--- src/rtl/m68k_bus_pkg.sv ---
// rtl/m68k_bus_pkg.sv - bus controller state encodings and default ULX3S memory map
package m68k_bus_pkg;

    typedef enum logic [2:0] {
        ST_IDLE,
        ST_WAIT,
        ST_TMO,
        ST_ACK,
        ST_VPA,
        ST_ERR
    } bus_state_t;

    // ch0 ROM, ch1 RAM, ch2..ch4 6800-style peripherals (ACIA, GPIO)
    localparam logic [19:0] DEF_CS_MAP   = 20'h43210;
    localparam logic [19:0] DEF_WAIT_MAP = 20'h00001;
    localparam logic [4:0]  DEF_VPA_MASK = 5'b11100;

endpackage

--- src/rtl/m68k_bus_ctrl_if.sv ---
// rtl/m68k_bus_ctrl_if.sv - CPU-side bus signals; BUSCTRL_ERRLOG_EN adds error-log signals
interface m68k_bus_ctrl_if #(
    parameter int ADDR_W = 24,
    parameter int NUM_CS = 5
);
    logic [ADDR_W-1:1] addr;
    logic              as_n;
    logic              rw;
    logic [NUM_CS-1:0] cs;
    logic              dtack_n;
    logic              vpa_n;
    logic              berr_n;
`ifdef BUSCTRL_ERRLOG_EN
    logic [ADDR_W-1:1] err_addr;
    logic              err_rw;
    logic              err_valid;
    logic              err_clr;

    modport master (output addr, as_n, rw, err_clr,
                    input  cs, dtack_n, vpa_n, berr_n, err_addr, err_rw, err_valid);
    modport slave  (input  addr, as_n, rw, err_clr,
                    output cs, dtack_n, vpa_n, berr_n, err_addr, err_rw, err_valid);
`else
    modport master (output addr, as_n, rw,
                    input  cs, dtack_n, vpa_n, berr_n);
    modport slave  (input  addr, as_n, rw,
                    output cs, dtack_n, vpa_n, berr_n);
`endif
endinterface

--- src/rtl/m68k_addr_decode.sv ---
// rtl/m68k_addr_decode.sv - combinational priority decoder; lowest matching channel wins
module m68k_addr_decode #(
    parameter int                        DEC_W    = 4,
    parameter int                        NUM_CS   = 5,
    parameter int                        WAIT_W   = 4,
    parameter logic [NUM_CS*DEC_W-1:0]   CS_MAP   = 20'h43210,
    parameter logic [NUM_CS*WAIT_W-1:0]  WAIT_MAP = 20'h00001,
    parameter logic [NUM_CS-1:0]         VPA_MASK = 5'b11100
) (
    input  logic [DEC_W-1:0]  field,
    input  logic              as_n,
    output logic [NUM_CS-1:0] cs,
    output logic              hit,
    output logic [WAIT_W-1:0] wait_val,
    output logic              vpa
);
    logic [NUM_CS-1:0] onehot;

    // Scan from the top down so the lowest matching index is applied last
    always_comb begin
        onehot   = '0;
        hit      = 1'b0;
        wait_val = '0;
        vpa      = 1'b0;
        for (int i = NUM_CS - 1; i >= 0; i--) begin
            if (field == CS_MAP[i*DEC_W +: DEC_W]) begin
                onehot    = '0;
                onehot[i] = 1'b1;
                hit       = 1'b1;
                wait_val  = WAIT_MAP[i*WAIT_W +: WAIT_W];
                vpa       = VPA_MASK[i];
            end
        end
    end

    assign cs = onehot & {NUM_CS{~as_n}};

endmodule

--- src/rtl/m68k_bus_ctrl.sv ---
// rtl/m68k_bus_ctrl.sv - 68000 bus cycle controller: chip selects, DTACKn/VPAn/BERRn
// Optional error capture enabled by defining BUSCTRL_ERRLOG_EN.
module m68k_bus_ctrl
    import m68k_bus_pkg::*;
#(
    parameter int                        ADDR_W   = 24,
    parameter int                        DEC_HI   = 15,
    parameter int                        DEC_LO   = 12,
    parameter int                        NUM_CS   = 5,
    parameter int                        WAIT_W   = 4,
    parameter logic [NUM_CS*(DEC_HI-DEC_LO+1)-1:0] CS_MAP = DEF_CS_MAP,
    parameter logic [NUM_CS*WAIT_W-1:0]  WAIT_MAP = DEF_WAIT_MAP,
    parameter logic [NUM_CS-1:0]         VPA_MASK = DEF_VPA_MASK,
    parameter int                        TIMEOUT  = 64
) (
    input  logic            clk,
    input  logic            rst,
    m68k_bus_ctrl_if.slave  bus
);
    localparam int DEC_W = DEC_HI - DEC_LO + 1;
    localparam int TMO_W = $clog2(TIMEOUT);
    localparam int CNT_W = (TMO_W > WAIT_W) ? TMO_W : WAIT_W;

    bus_state_t        state_q, state_d;
    logic [CNT_W-1:0]  cnt_q, cnt_d;
    logic              dtack_n_q, vpa_n_q, berr_n_q;

    logic              hit;
    logic              vpa_ch;
    logic [WAIT_W-1:0] wait_val;

    m68k_addr_decode #(
        .DEC_W    (DEC_W),
        .NUM_CS   (NUM_CS),
        .WAIT_W   (WAIT_W),
        .CS_MAP   (CS_MAP),
        .WAIT_MAP (WAIT_MAP),
        .VPA_MASK (VPA_MASK)
    ) u_decode (
        .field    (bus.addr[DEC_HI:DEC_LO]),
        .as_n     (bus.as_n),
        .cs       (bus.cs),
        .hit      (hit),
        .wait_val (wait_val),
        .vpa      (vpa_ch)
    );

    always_comb begin
        state_d = state_q;
        cnt_d   = cnt_q;
        case (state_q)
            ST_IDLE: begin
                if (!bus.as_n) begin
                    if (hit && vpa_ch) begin
                        state_d = ST_VPA;
                    end else if (hit && wait_val == '0) begin
                        state_d = ST_ACK;
                    end else if (hit) begin
                        state_d = ST_WAIT;
                        cnt_d   = CNT_W'(wait_val) - CNT_W'(1);
                    end else begin
                        state_d = ST_TMO;
                        cnt_d   = CNT_W'(TIMEOUT - 2);
                    end
                end
            end
            ST_WAIT, ST_TMO: begin
                if (bus.as_n) begin
                    state_d = ST_IDLE;
                end else if (cnt_q == '0) begin
                    state_d = (state_q == ST_WAIT) ? ST_ACK : ST_ERR;
                end else begin
                    cnt_d = cnt_q - CNT_W'(1);
                end
            end
            ST_ACK, ST_VPA, ST_ERR: begin
                if (bus.as_n) state_d = ST_IDLE;
            end
            default: state_d = ST_IDLE;
        endcase
    end

    // Strobes are a registered decode of the next state, so they move on the same edge as it
    always_ff @(posedge clk or posedge rst) begin
        if (rst) begin
            state_q   <= ST_IDLE;
            cnt_q     <= '0;
            dtack_n_q <= 1'b1;
            vpa_n_q   <= 1'b1;
            berr_n_q  <= 1'b1;
        end else begin
            state_q   <= state_d;
            cnt_q     <= cnt_d;
            dtack_n_q <= (state_d != ST_ACK);
            vpa_n_q   <= (state_d != ST_VPA);
            berr_n_q  <= (state_d != ST_ERR);
        end
    end

    assign bus.dtack_n = dtack_n_q;
    assign bus.vpa_n   = vpa_n_q;
    assign bus.berr_n  = berr_n_q;

`ifdef BUSCTRL_ERRLOG_EN
    logic [ADDR_W-1:1] err_addr_q;
    logic              err_rw_q;
    logic              err_valid_q;
    logic              err_event;

    assign err_event = (state_q == ST_TMO) && (state_d == ST_ERR);

    // A fresh error beats a simultaneous clear; otherwise the first error is sticky
    always_ff @(posedge clk or posedge rst) begin
        if (rst) begin
            err_addr_q  <= '0;
            err_rw_q    <= 1'b0;
            err_valid_q <= 1'b0;
        end else if (err_event && (!err_valid_q || bus.err_clr)) begin
            err_addr_q  <= bus.addr;
            err_rw_q    <= bus.rw;
            err_valid_q <= 1'b1;
        end else if (bus.err_clr) begin
            err_valid_q <= 1'b0;
        end
    end

    assign bus.err_addr  = err_addr_q;
    assign bus.err_rw    = err_rw_q;
    assign bus.err_valid = err_valid_q;
`else
    logic unused_bus_bits;
    assign unused_bus_bits = ^{bus.rw, bus.addr};
`endif

endmodule

--- src/flat_wrapper.sv ---
// flat-port wrapper written by rule: the top's interface ports become plain ports
module m68k_bus_ctrl_flat import m68k_bus_pkg::*;
#(
    parameter int                        ADDR_W   = 24,
    parameter int                        DEC_HI   = 15,
    parameter int                        DEC_LO   = 12,
    parameter int                        NUM_CS   = 5,
    parameter int                        WAIT_W   = 4,
    parameter logic [NUM_CS*(DEC_HI-DEC_LO+1)-1:0] CS_MAP = DEF_CS_MAP,
    parameter logic [NUM_CS*WAIT_W-1:0]  WAIT_MAP = DEF_WAIT_MAP,
    parameter logic [NUM_CS-1:0]         VPA_MASK = DEF_VPA_MASK,
    parameter int                        TIMEOUT  = 64
)
  (clk, rst, bus_addr, bus_as_n, bus_rw, bus_cs, bus_dtack_n, bus_vpa_n, bus_berr_n);
  m68k_bus_ctrl_if #(.ADDR_W(ADDR_W), .NUM_CS(NUM_CS)) bus_i ();
  input  logic clk;
  input  logic rst;
  input wire logic [$bits(bus_i.addr)-1:0] bus_addr;
  input wire logic [$bits(bus_i.as_n)-1:0] bus_as_n;
  input wire logic [$bits(bus_i.rw)-1:0] bus_rw;
  output wire logic [$bits(bus_i.cs)-1:0] bus_cs;
  output wire logic [$bits(bus_i.dtack_n)-1:0] bus_dtack_n;
  output wire logic [$bits(bus_i.vpa_n)-1:0] bus_vpa_n;
  output wire logic [$bits(bus_i.berr_n)-1:0] bus_berr_n;
  assign bus_i.addr = bus_addr;
  assign bus_i.as_n = bus_as_n;
  assign bus_i.rw = bus_rw;
  assign bus_cs = bus_i.cs;
  assign bus_dtack_n = bus_i.dtack_n;
  assign bus_vpa_n = bus_i.vpa_n;
  assign bus_berr_n = bus_i.berr_n;
  m68k_bus_ctrl #(.ADDR_W(ADDR_W), .DEC_HI(DEC_HI), .DEC_LO(DEC_LO), .NUM_CS(NUM_CS), .WAIT_W(WAIT_W), .CS_MAP(CS_MAP), .WAIT_MAP(WAIT_MAP), .VPA_MASK(VPA_MASK), .TIMEOUT(TIMEOUT)) u_core (.clk(clk), .rst(rst), .bus(bus_i));
endmodule
--- config.mk ---
export PLATFORM = sky130hd
export DESIGN_NAME = m68k_bus_ctrl_flat
export DESIGN_NICKNAME = d
export VERILOG_FILES = /design/src/rtl/m68k_bus_pkg.sv /design/src/rtl/m68k_bus_ctrl_if.sv /design/src/rtl/m68k_addr_decode.sv /design/src/rtl/m68k_bus_ctrl.sv /design/src/flat_wrapper.sv
export SDC_FILE = /design/constraint.sdc
export NUM_CORES = 1
export LEC_CHECK = 0
export ABC_AREA = 1
export BUFFER_PORTS_ARGS = -buffer_cell sky130_fd_sc_hd__buf_2
export CORE_MARGIN = 3
export CORE_UTILIZATION = 35
export CTS_CLUSTER_SIZE = 24
export DETAILED_ROUTE_END_ITERATION = 16
export GPL_TIMING_DRIVEN = 0
export PLACE_DENSITY = 0.6
export SETUP_SLACK_MARGIN = 0.5
export SYNTH_ARGS = -nofsm -noshare
export SYNTH_HDL_FRONTEND = slang
export SYNTH_HIERARCHICAL = 1
export SYNTH_SLANG_ARGS = --single-unit
--- constraint.sdc ---
create_clock -name clk -period 3.8 [get_ports clk]
set_input_delay 0.57 -clock clk [delete_from_list [all_inputs] [get_ports clk]]
set_output_delay 0.57 -clock clk [all_outputs]
set_load 0.01 [all_outputs]
==> metrics.txt <==
first-pass GRT wire length=3660 um; total power=0.632 mW; post-route clock skew=0.00224 ns; top-area cell type share of the netlist area=0.227; most repeated cell in the gate-level netlist after synthesis=sky130_fd_sc_hd__nand2_1; die extent in y=59.3 um; count of max-cap constraint violations=0; final net count=208; total standard cell area after synthesis=993 um2; CTS max path bufs=2; cts-stage hold buffer count=0; P_sw=0.287 mW; kind of start point of the critical path=primary input; routed len/inst=9.89 um; clock insertion delay at the later pin of the skew report=0.28 ns; largest net degree at the start of global routing=13; Sequential Power Share=0.348; width of the chip=59.3 um; most used flip-flop cell after synthesis=sky130_fd_sc_hd__dfrtp_1; Clk Tree Root Cell=sky130_fd_sc_hd__clkbuf_4; # rows=18; number of standard cells after synthesis=157; Area growth syn-to-layout=15.2%; proportion of synthesized chip area in sequential cells=0.306; CP endpoint kind=output pin; number of global-route vias before repair=923; Tmin final=1.75 ns; slowest stage cell on the critical path=sky130_fd_sc_hd__nor2_2; worst-path maximum fanout=3; Post-CTS Setup Bufs=0; number of hold-slack violations in the final timing report=0; antenna violations before repair=0; Highest Clock Rate=571 MHz; number of buffers created by CTS=3; CTS Sinks=12; Clk network pwr share=0.160; Yosys cell types=25; Layout fillers=288; total number of vias=974; number of enable-type register cells in the synthesized netlist=0; core outline area=0.00259 mm2; switch share=0.454; largest vdd supply drop=360 uV; final count of negative-setup-slack endpoints=0; top area cells in the synthesized netlist=sky130_fd_sc_hd__dfrtp_1 (23%), sky130_fd_sc_hd__nand2_1 (22%), sky130_fd_sc_hd__dfstp_2 (7.9%); DR DRC count=0; First DRT Iteration DRCs=25; number of warnings issued by yosys=6; clock slew at reported path FFs=0.07 ns; Data required, critical path=3.23 ns; total internal power=0.345 mW; Total Neg Setup Slack=0 ns; combinational cell fraction of total power=0.492; starting density of the core=0.384; Resized Gates After CTS=0; Top-Level Pins=35; worst setup path start=bus_addr[14]; routed wire length=2050 um; Hold/Removal Path Class=primary input to asynchronous set/reset pin; power density cells=552 mW/mm2; CTS H-Tree Depth=1; P_leak=0.629 nW; cell type contributing the most total cell area after synthesis=sky130_fd_sc_hd__dfrtp_1; TritonCTS clock tree=built; data arrival at the endpoint of the critical path=1.18 ns; mean area per synthesized cell=6.33 um2; Total Die Area=0.00351 mm2; WS Path Type=primary input to output pin; crit-path cells=buf_2, nor2_2, nand3_2, nor2_1, buf_2; RSZ-0062 raised after global routing=false; fraction of final layout cells sized beyond drive strength 1=0.232; result of the run=finished, final reports clean; count of state elements after synthesis=12; count of nets left with antenna violations after detail routing=0; vias per inst=4.71; Pre-Repair DR Iteration Count=4; # diodes=0; ys async rst share=1.00; share of the cycle needed by the critical path after routing=0.461; detailed-placement wirelength estimate=1710 um; input/output buffers=14; total global routing track utilization=0.138; Slew Limit Fails=0; cell types with the highest counts after synthesis=sky130_fd_sc_hd__nand2_1 (59), sky130_fd_sc_hd__inv_1 (20), sky130_fd_sc_hd__nor2_1 (20); most frequent cell on the critical path=sky130_fd_sc_hd__buf_2; worst reg2reg path startpoint=u_core/cnt_q[0]; overflow left after global routing=0; gpl congestion=0.777; largest stage delay on the critical path=0.17 ns
## cell usage in the layout, fill, tap and decap left out, types with 2 or more instances in the layout
cell,synthesis,routed
sky130_fd_sc_hd__a21oi_1,2,2
sky130_fd_sc_hd__buf_2,1,15
sky130_fd_sc_hd__buf_4,3,3
sky130_fd_sc_hd__clkbuf_4,0,3
sky130_fd_sc_hd__conb_1,1,3
sky130_fd_sc_hd__dfrtp_1,9,9
sky130_fd_sc_hd__dfstp_2,3,3
sky130_fd_sc_hd__ha_1,3,3
sky130_fd_sc_hd__inv_1,20,20
sky130_fd_sc_hd__nand2_1,59,59
sky130_fd_sc_hd__nand2_2,4,4
sky130_fd_sc_hd__nand3_1,6,6
sky130_fd_sc_hd__nand3_2,3,3
sky130_fd_sc_hd__nand4_1,3,3
sky130_fd_sc_hd__nor2_1,20,20
sky130_fd_sc_hd__nor2_2,4,4
sky130_fd_sc_hd__o21ai_0,7,7
## flip-flops by register name, summed over array words and instances, names as in the netlist
name	count
u_core/bus.vpa_n	1
u_core/bus.dtack_n	1
u_core/cnt_q	6
u_core/state_q	3
u_core/bus.berr_n	1
## kinds of logic (layout without fill, tap and decap cells)
logic type | count (synthesis) | count (layout) | share of synthesized area
flops | 12 | 12 | 0.306
simple gates | 103 | 103 | 0.469
compound gates | 12 | 12 | 0.0680
fa+ha+maj | 3 | 3 | 0.0378
buf+inv | 25 | 43 | 0.107
xor+xnor | 1 | 1 | 0.00882
other cells | 1 | 3 | 0.00377
## power groups by stage
stage / Sequential, mW / Clock, mW / Combinational, mW
floorplan: 0.211 / 0 / 0.253
global placement: 0.220 / 0 / 0.305
detailed placement: 0.222 / 0 / 0.314
CTS: 0.220 / 0.105 / 0.315
global route: 0.226 / 0.115 / 0.368
finish: 0.220 / 0.101 / 0.311
## stage by stage
stage	worst slack (ns)	instance area (um2)	util	cells	hold slack [ns]
global placement	1.83	1110	0.428	203	0.488
global route	1.89	1140	0.442	207	0.301
floorplan	2.11	1000	-	159	0.433
detailed placement	1.78	1110	0.428	203	0.507
finish	2.05	1140	0.442	207	0.283
CTS	2.06	1140	0.442	207	0.296
## per-layer routing
| metal | vias to the layer above | GRT usage | share of wire |
|---|---|---|---|
| met3 | 5 | 0.0458 | 0.029 |
| li1 | 518 | - | - |
| met2 | 9 | 0.234 | 0.54 |
| met5 | - | 0 | 0 |
| met1 | 442 | 0.164 | 0.42 |
| met4 | 0 | 0.0388 | 0.012 |
## layout make-up
class,count,area (um2),area share
timing repair buffer,14,70.1,0.0612
multi-input combinational,122,591,0.516
inverter,21,78.8,0.0689
clock buffer,4,36.3,0.0317
tap,30,37.5,0.0328
buffer,4,27.5,0.0240
sequential,12,304,0.266
## final timing paths
check,slack [ns],to,cells past startpoint
max in group asynchronous,3.18,u_core/bus.berr_n,2
min reg2reg,0.53,u_core/cnt_q[1],2
max reg2reg,2.32,u_core/cnt_q[2],9
min,0.28,u_core/cnt_q[5],2
max,2.05,bus_cs[2],5
min in group clk,0.53,u_core/cnt_q[1],2
## critical path: cells and delay by family
family        cells  cell delay [ns]
buf+inv           2             0.25
simple gates      3             0.36
(Power assumes the default switching activity.)
